$ cat config.mk
export PLATFORM = sky130hd
export DESIGN_NAME = psum_quant_compressor
export DESIGN_NICKNAME = d
export VERILOG_FILES = /design/src/rtl/psum_quant_compressor.sv
export SDC_FILE = /design/constraint.sdc
export NUM_CORES = 2
export LEC_CHECK = 0
export CORE_AREA = 2 2 464 466
export DETAILED_ROUTE_END_ITERATION = 10
export DIE_AREA = 0 0 466 468
export PLACE_DENSITY = 0.31
export SLEW_MARGIN = 20
export SYNTH_ARGS = -nofsm -noshare
export SYNTH_HDL_FRONTEND = slang
export SYNTH_SLANG_ARGS = --single-unit
$ cat constraint.sdc
create_clock -name i_clk -period 4.7 [get_ports i_clk]
set_input_delay 0.47 -clock i_clk [delete_from_list [all_inputs] [get_ports i_clk]]
set_output_delay 0.47 -clock i_clk [all_outputs]
set_load 0.1 [all_outputs]
$ cat src/rtl/psum_quant_compressor.sv
// Requantizes a snapshot of the PE reducer's partial-sum buffer and streams the nonzero
// activations out as (value, index) beats. Optional build macro: PSUM_QUANT_RELU_EN clamps negatives to zero.
module psum_quant_compressor #(
  parameter int unsigned N_ENTRY = 32,
  parameter int unsigned IN_W    = 36,
  parameter int unsigned OUT_W   = 16,
  parameter int unsigned SHIFT   = 8,
  parameter int unsigned IDX_W   = $clog2(N_ENTRY)
) (
  input  logic               i_clk,
  input  logic               i_rst_n,
  input  logic               i_start,
  input  logic [IN_W-1:0]    i_buf [0:N_ENTRY-1],
  input  logic               i_ready,
  output logic               o_valid,
  output logic [OUT_W-1:0]   o_data,
  output logic [IDX_W-1:0]   o_idx,
  output logic               o_last,
  output logic               o_busy,
  output logic               o_done,
  output logic [IDX_W:0]     o_count
);

  localparam int unsigned CNT_W = IDX_W + 1;
  localparam logic signed [IN_W-1:0] Q_MAX = IN_W'(signed'((2 ** (OUT_W - 1)) - 1));
  localparam logic signed [IN_W-1:0] Q_MIN = ~Q_MAX;

  typedef enum logic [1:0] {
    IDLE  = 2'd0,
    SCAN  = 2'd1,
    FLUSH = 2'd2,
    TAIL  = 2'd3
  } state_t;

  // Arithmetic shift, then saturate to the output range.
  function automatic logic [OUT_W-1:0] quantize(input logic [IN_W-1:0] acc);
    logic signed [IN_W-1:0] sh;
    logic [OUT_W-1:0]       res;
    sh = $signed(acc) >>> SHIFT;
    if (sh > Q_MAX)      res = Q_MAX[OUT_W-1:0];
    else if (sh < Q_MIN) res = Q_MIN[OUT_W-1:0];
    else                 res = sh[OUT_W-1:0];
`ifdef PSUM_QUANT_RELU_EN
    if (sh < 0) res = '0;
`endif
    return res;
  endfunction

  state_t              state_q, state_d;
  logic [IDX_W-1:0]    ptr_q, ptr_d;
  logic [OUT_W-1:0]    snap_q [0:N_ENTRY-1];
  logic [OUT_W-1:0]    snap_d [0:N_ENTRY-1];
  logic [OUT_W-1:0]    q_c    [0:N_ENTRY-1];
  logic [N_ENTRY-1:0]  mask_q, mask_d, nz_c;
  logic                valid_q, valid_d;
  logic [OUT_W-1:0]    data_q, data_d;
  logic [IDX_W-1:0]    idx_q, idx_d;
  logic                last_q, last_d;
  logic                busy_q, busy_d;
  logic                done_q, done_d;
  logic [CNT_W-1:0]    count_q, count_d;
  logic                accept_c, advance_c, last_c;

  // Quantized view of the live buffer; only captured on an accepted start.
  always_comb begin
    for (int k = 0; k < int'(N_ENTRY); k++) begin
      q_c[k]  = quantize(i_buf[k]);
      nz_c[k] = |q_c[k];
    end
  end

  // Current entry is last when no mask bit above it is set.
  assign last_c   = ((mask_q >> ptr_q) >> 1) == '0;
  assign accept_c = valid_q & i_ready;

  always_comb begin
    state_d   = state_q;
    ptr_d     = ptr_q;
    snap_d    = snap_q;
    mask_d    = mask_q;
    valid_d   = valid_q;
    data_d    = data_q;
    idx_d     = idx_q;
    last_d    = last_q;
    busy_d    = busy_q;
    done_d    = 1'b0;
    count_d   = count_q;
    advance_c = 1'b0;

    unique case (state_q)
      IDLE: begin
        if (i_start) begin
          snap_d  = q_c;
          mask_d  = nz_c;
          count_d = '0;
          ptr_d   = '0;
          busy_d  = 1'b1;
          state_d = SCAN;
        end
      end
      SCAN: begin
        if (accept_c) valid_d = 1'b0;
        if (!mask_q[ptr_q]) begin
          advance_c = 1'b1;
        end else if (!valid_q || accept_c) begin
          valid_d   = 1'b1;
          data_d    = snap_q[ptr_q];
          idx_d     = ptr_q;
          last_d    = last_c;
          count_d   = count_q + CNT_W'(1);
          advance_c = 1'b1;
        end
        if (advance_c) begin
          ptr_d = ptr_q + IDX_W'(1);
          if (ptr_q == IDX_W'(N_ENTRY - 1)) state_d = FLUSH;
        end
      end
      FLUSH: begin
        // Non-empty frames retire through TAIL, one cycle after empty ones.
        if (!valid_q || accept_c) begin
          valid_d = 1'b0;
          if (count_q != '0) begin
            state_d = TAIL;
          end else begin
            state_d = IDLE;
            done_d  = 1'b1;
            busy_d  = 1'b0;
          end
        end
      end
      TAIL: begin
        state_d = IDLE;
        done_d  = 1'b1;
        busy_d  = 1'b0;
      end
      default: state_d = IDLE;
    endcase
  end

  always_ff @(posedge i_clk or negedge i_rst_n) begin
    if (!i_rst_n) begin
      state_q <= IDLE;
      ptr_q   <= '0;
      mask_q  <= '0;
      valid_q <= 1'b0;
      data_q  <= '0;
      idx_q   <= '0;
      last_q  <= 1'b0;
      busy_q  <= 1'b0;
      done_q  <= 1'b0;
      count_q <= '0;
      for (int k = 0; k < int'(N_ENTRY); k++) snap_q[k] <= '0;
    end else begin
      state_q <= state_d;
      ptr_q   <= ptr_d;
      mask_q  <= mask_d;
      valid_q <= valid_d;
      data_q  <= data_d;
      idx_q   <= idx_d;
      last_q  <= last_d;
      busy_q  <= busy_d;
      done_q  <= done_d;
      count_q <= count_d;
      snap_q  <= snap_d;
    end
  end

  assign o_valid = valid_q;
  assign o_data  = data_q;
  assign o_idx   = idx_q;
  assign o_last  = last_q;
  assign o_busy  = busy_q;
  assign o_done  = done_q;
  assign o_count = count_q;

endmodule

==> run metrics <==
result of the run completed; final setup violation count 0; total of warnings raised by yosys 0; routed vias 29714; clock tree from TritonCTS built; die outline height 468 um; final number of hold-violating endpoints 0; Die X-Extent between 400 and 500 um; GRT Util Overall 0.157; classification of the worst-slack hold path in -> reg; Post-synth EDFFs 0; netlist area before placement around 31000 um2; final worst clock skew around 0.023 ns; placer's final routability congestion estimate about 0.80; number of global-route vias before repair approximately 30000; dominant cell by count in the synthesized netlist sky130_fd_sc_hd__o21ai_0; Max Transition Viols Final 0; Power Total roughly 0.026 W; antenna-violating nets left 0; kind of launch point of the worst setup path flop; clock latency of the later-clocked register in the worst-skew pair a little under 0.7 ns; Area Growth Syn to Fin 50.5%; post-synthesis async set-or-reset flop share 1.00; Placeable Area approximately 210000 um2; commonest cells in the synthesized netlist sky130_fd_sc_hd__o21ai_0, sky130_fd_sc_hd__nand2_1, sky130_fd_sc_hd__dfrtp_1; data required time of the worst path 5.29 ns; Total Wirelength around 180000 um; clock-pin slew reported for the worst setup and hold paths after clock tree synthesis 0.05 ns; fraction of synthesized cell area taken by the top area cell type 0.468; level count of the clock H-tree 3; remaining global-route overflow 0; global-route wire length before repair 243000 um; worst rel slew slack 0.205; number of synthesized register bits 582; f_max 308 MHz; boundary pin count between 1000 and 1500; Syn Inst Count 3303; post-route clock period utilization 0.690; starting density of the core 0.146; number of buffers added by the clock tree synthesis step 80; per-cell routed wire length between 20 and 25 um; Nets 5330; Power Dens Cells roughly 560 nW/um2; Crit Path Class reg -> reg; Most used DFF post-synth sky130_fd_sc_hd__dfrtp_1; iteration-0 DRC count of the detailed router between 1500 and 2000; CTS root buffer sky130_fd_sc_hd__clkbuf_16; multi-input combinational cell area roughly 16000 um2; max_cap viols 0; fraction of layout instances using a drive strength above 1 0.103; portion of the post-synthesis area used by sequential elements 0.468; area of the die between 200000 and 250000 um2; library cells used by synthesis 57; Cell Rows 170; slew of the pin with the lowest slew margin roughly 1.2 ns; crit path capture type flop; data arrival time of the worst path around 3.8 ns; initial antenna violation count 37; number of sinks handled by clock tree synthesis just under 600; Area contributors post-synth sky130_fd_sc_hd__dfrtp_1, sky130_fd_sc_hd__o21ai_0, sky130_fd_sc_hd__mux4_2; Mapped Avg Cell Area 9.41 um2; cell taking the most area after synthesis sky130_fd_sc_hd__dfrtp_1; Filler cells ~23000; count of unresolved DRC violations after routing 0; maximum vdd ir drop 278 uV; Final Critical Period between 3 and 4 ns; RSZ-0062 raised after global routing false; HPWL Detailed between 100000 and 150000 um; number of buffers on the longest clock path 3; pin count of the biggest net entering global routing between 150 and 200; worst-path fanout max 37; total negative slack for setup checks 0 ns; Port Buffer Count 930; vias per cell 4.19; nets in the synthesized netlist between 4000 and 5000; Pleak roughly 18 nW; first-pass iteration count of the detailed router 5; combined flip-flop and latch cell area about 15000 um2
-- layout by cell type, fill, tap and decap left out, types with 3 or more instances in the layout --
cell type                         netlist  layout
sky130_fd_sc_hd__a31oi_1               39      30
sky130_fd_sc_hd__and2_1                 5       5
sky130_fd_sc_hd__o31ai_2                0      11
sky130_fd_sc_hd__a21oi_1              271     271
sky130_fd_sc_hd__diode_2                0      17
sky130_fd_sc_hd__nand2b_1               4       4
sky130_fd_sc_hd__a31oi_2                0       9
sky130_fd_sc_hd__dfrtp_1              582     579
sky130_fd_sc_hd__or4_1                 35      35
sky130_fd_sc_hd__nor4_1               195     193
sky130_fd_sc_hd__mux2i_1               27      27
sky130_fd_sc_hd__clkdlybuf4s50_1        0     922
sky130_fd_sc_hd__inv_1                 11      11
sky130_fd_sc_hd__bufinv_16              0       9
sky130_fd_sc_hd__nor2b_1                6       6
sky130_fd_sc_hd__clkbuf_16              0      84
sky130_fd_sc_hd__a211o_1                3       3
sky130_fd_sc_hd__nand4_1              127     127
sky130_fd_sc_hd__ha_1                   4       4
sky130_fd_sc_hd__nand3_1               12      12
sky130_fd_sc_hd__a211oi_1               8       8
sky130_fd_sc_hd__o21ai_0              774     774
sky130_fd_sc_hd__clkbuf_1             201      19
sky130_fd_sc_hd__nor3_1                43      43
sky130_fd_sc_hd__clkinv_2               0      13
sky130_fd_sc_hd__mux2_2                 5       5
sky130_fd_sc_hd__mux4_2               169     169
sky130_fd_sc_hd__a2111oi_0              3       3
sky130_fd_sc_hd__buf_4                  2      89
sky130_fd_sc_hd__nand2_1              650     650
sky130_fd_sc_hd__nor2_1                18      18
sky130_fd_sc_hd__buf_12                 0      13
sky130_fd_sc_hd__clkbuf_8               0      13
sky130_fd_sc_hd__o31ai_1               35      24
-- timing repair --
| action | CTS | global route |
|---|---|---|
| buffers inserted | 0 | 0 |
| hold endpoints to repair | 73 | 0 |
| resized for setup | 0 | 0 |
| hold buffers | 1 | 0 |
-- path summary, 6_finish.rpt --
path | slack [ns] | cells after the start | to | startpoint
worst max-delay path | 1.46 | 7 | o_count[4] | ptr_q[2]
worst min-delay path | 0.40 | 3 | snap_q[127] | i_buf[287]
worst max register to register | 1.46 | 7 | o_count[4] | ptr_q[2]
worst min register to register | 0.47 | 2 | snap_q[47] | snap_q[47]
max in group asynchronous | 2.99 | 3 | snap_q[32] | i_rst_n
min in group asynchronous | 0.43 | 2 | snap_q[429] | i_rst_n
-- power breakdown --
group	internal, W	switching [W]	total (W)
Clock	0.00396	0.00253	0.00649
Sequential	0.00709	0.00179	0.00888
Combinational	0.00446	0.00615	0.0106
Total	0.0155	0.0105	0.0260
-- registers in the layout, indices dropped and copies added, names as in the netlist --
register,cells
ptr_q,5
o_done,1
o_data,16
o_idx,5
o_valid,1
mask_q,32
state_q,2
o_count,6
o_last,1
snap_q,512
o_busy,1
-- cell type report --
type,count,area share
inverters,12,0.000963
repair buffers,1028,0.218
flip-flops and latches,582,0.311
diodes,17,0.000909
multi-input cells,2466,0.335
clock buffers,116,0.0503
well taps,2838,0.0759
clock inverters,27,0.00821
-- per-stage QoR --
step / cell area, um2 / hold WS, ns / util / cells / setup slack (ns)
after detailed placement: 44000 / 0.463 / 0.206 / 6925 / 1.38
after CTS: 46700 / 0.321 / 0.219 / 7069 / 1.35
after global routing: 46800 / 0.393 / 0.219 / 7078 / 1.14
final: 46800 / 0.400 / 0.219 / 7086 / 1.46
after floorplan: 31100 / 0.174 / - / 3303 / 2.20
after global placement: 44000 / 0.457 / 0.206 / 6925 / 1.35
-- cells by family after synthesis --
family	after synthesis	share of synthesized area
DFF	582	0.468
muxes	202	0.133
buffers and inverters	255	0.0322
adders and majority gates	4	0.00161
AOI/OAI and AO/OA	1155	0.196
and+or+nand+nor	1105	0.168
-- metal layers --
layer,global-route usage,part of all wire,vias up
met3,0.0377,0.058,162
met2,0.259,0.47,812
li1,-,-,14219
met4,0.0433,0.022,24
met1,0.204,0.45,14497
met5,0,0.00090,-
-- worst max-delay path, cell delays in order (launching register included) --
cell                        delay, ns
sky130_fd_sc_hd__dfrtp_2         0.95
sky130_fd_sc_hd__inv_1           0.34
sky130_fd_sc_hd__mux2i_1         0.27
sky130_fd_sc_hd__a2111oi_2       0.12
sky130_fd_sc_hd__a311oi_4        0.58
sky130_fd_sc_hd__nand3_4         0.20
sky130_fd_sc_hd__or4b_1          0.53
sky130_fd_sc_hd__a21oi_1         0.15
Power figures use the tool's default switching activity.
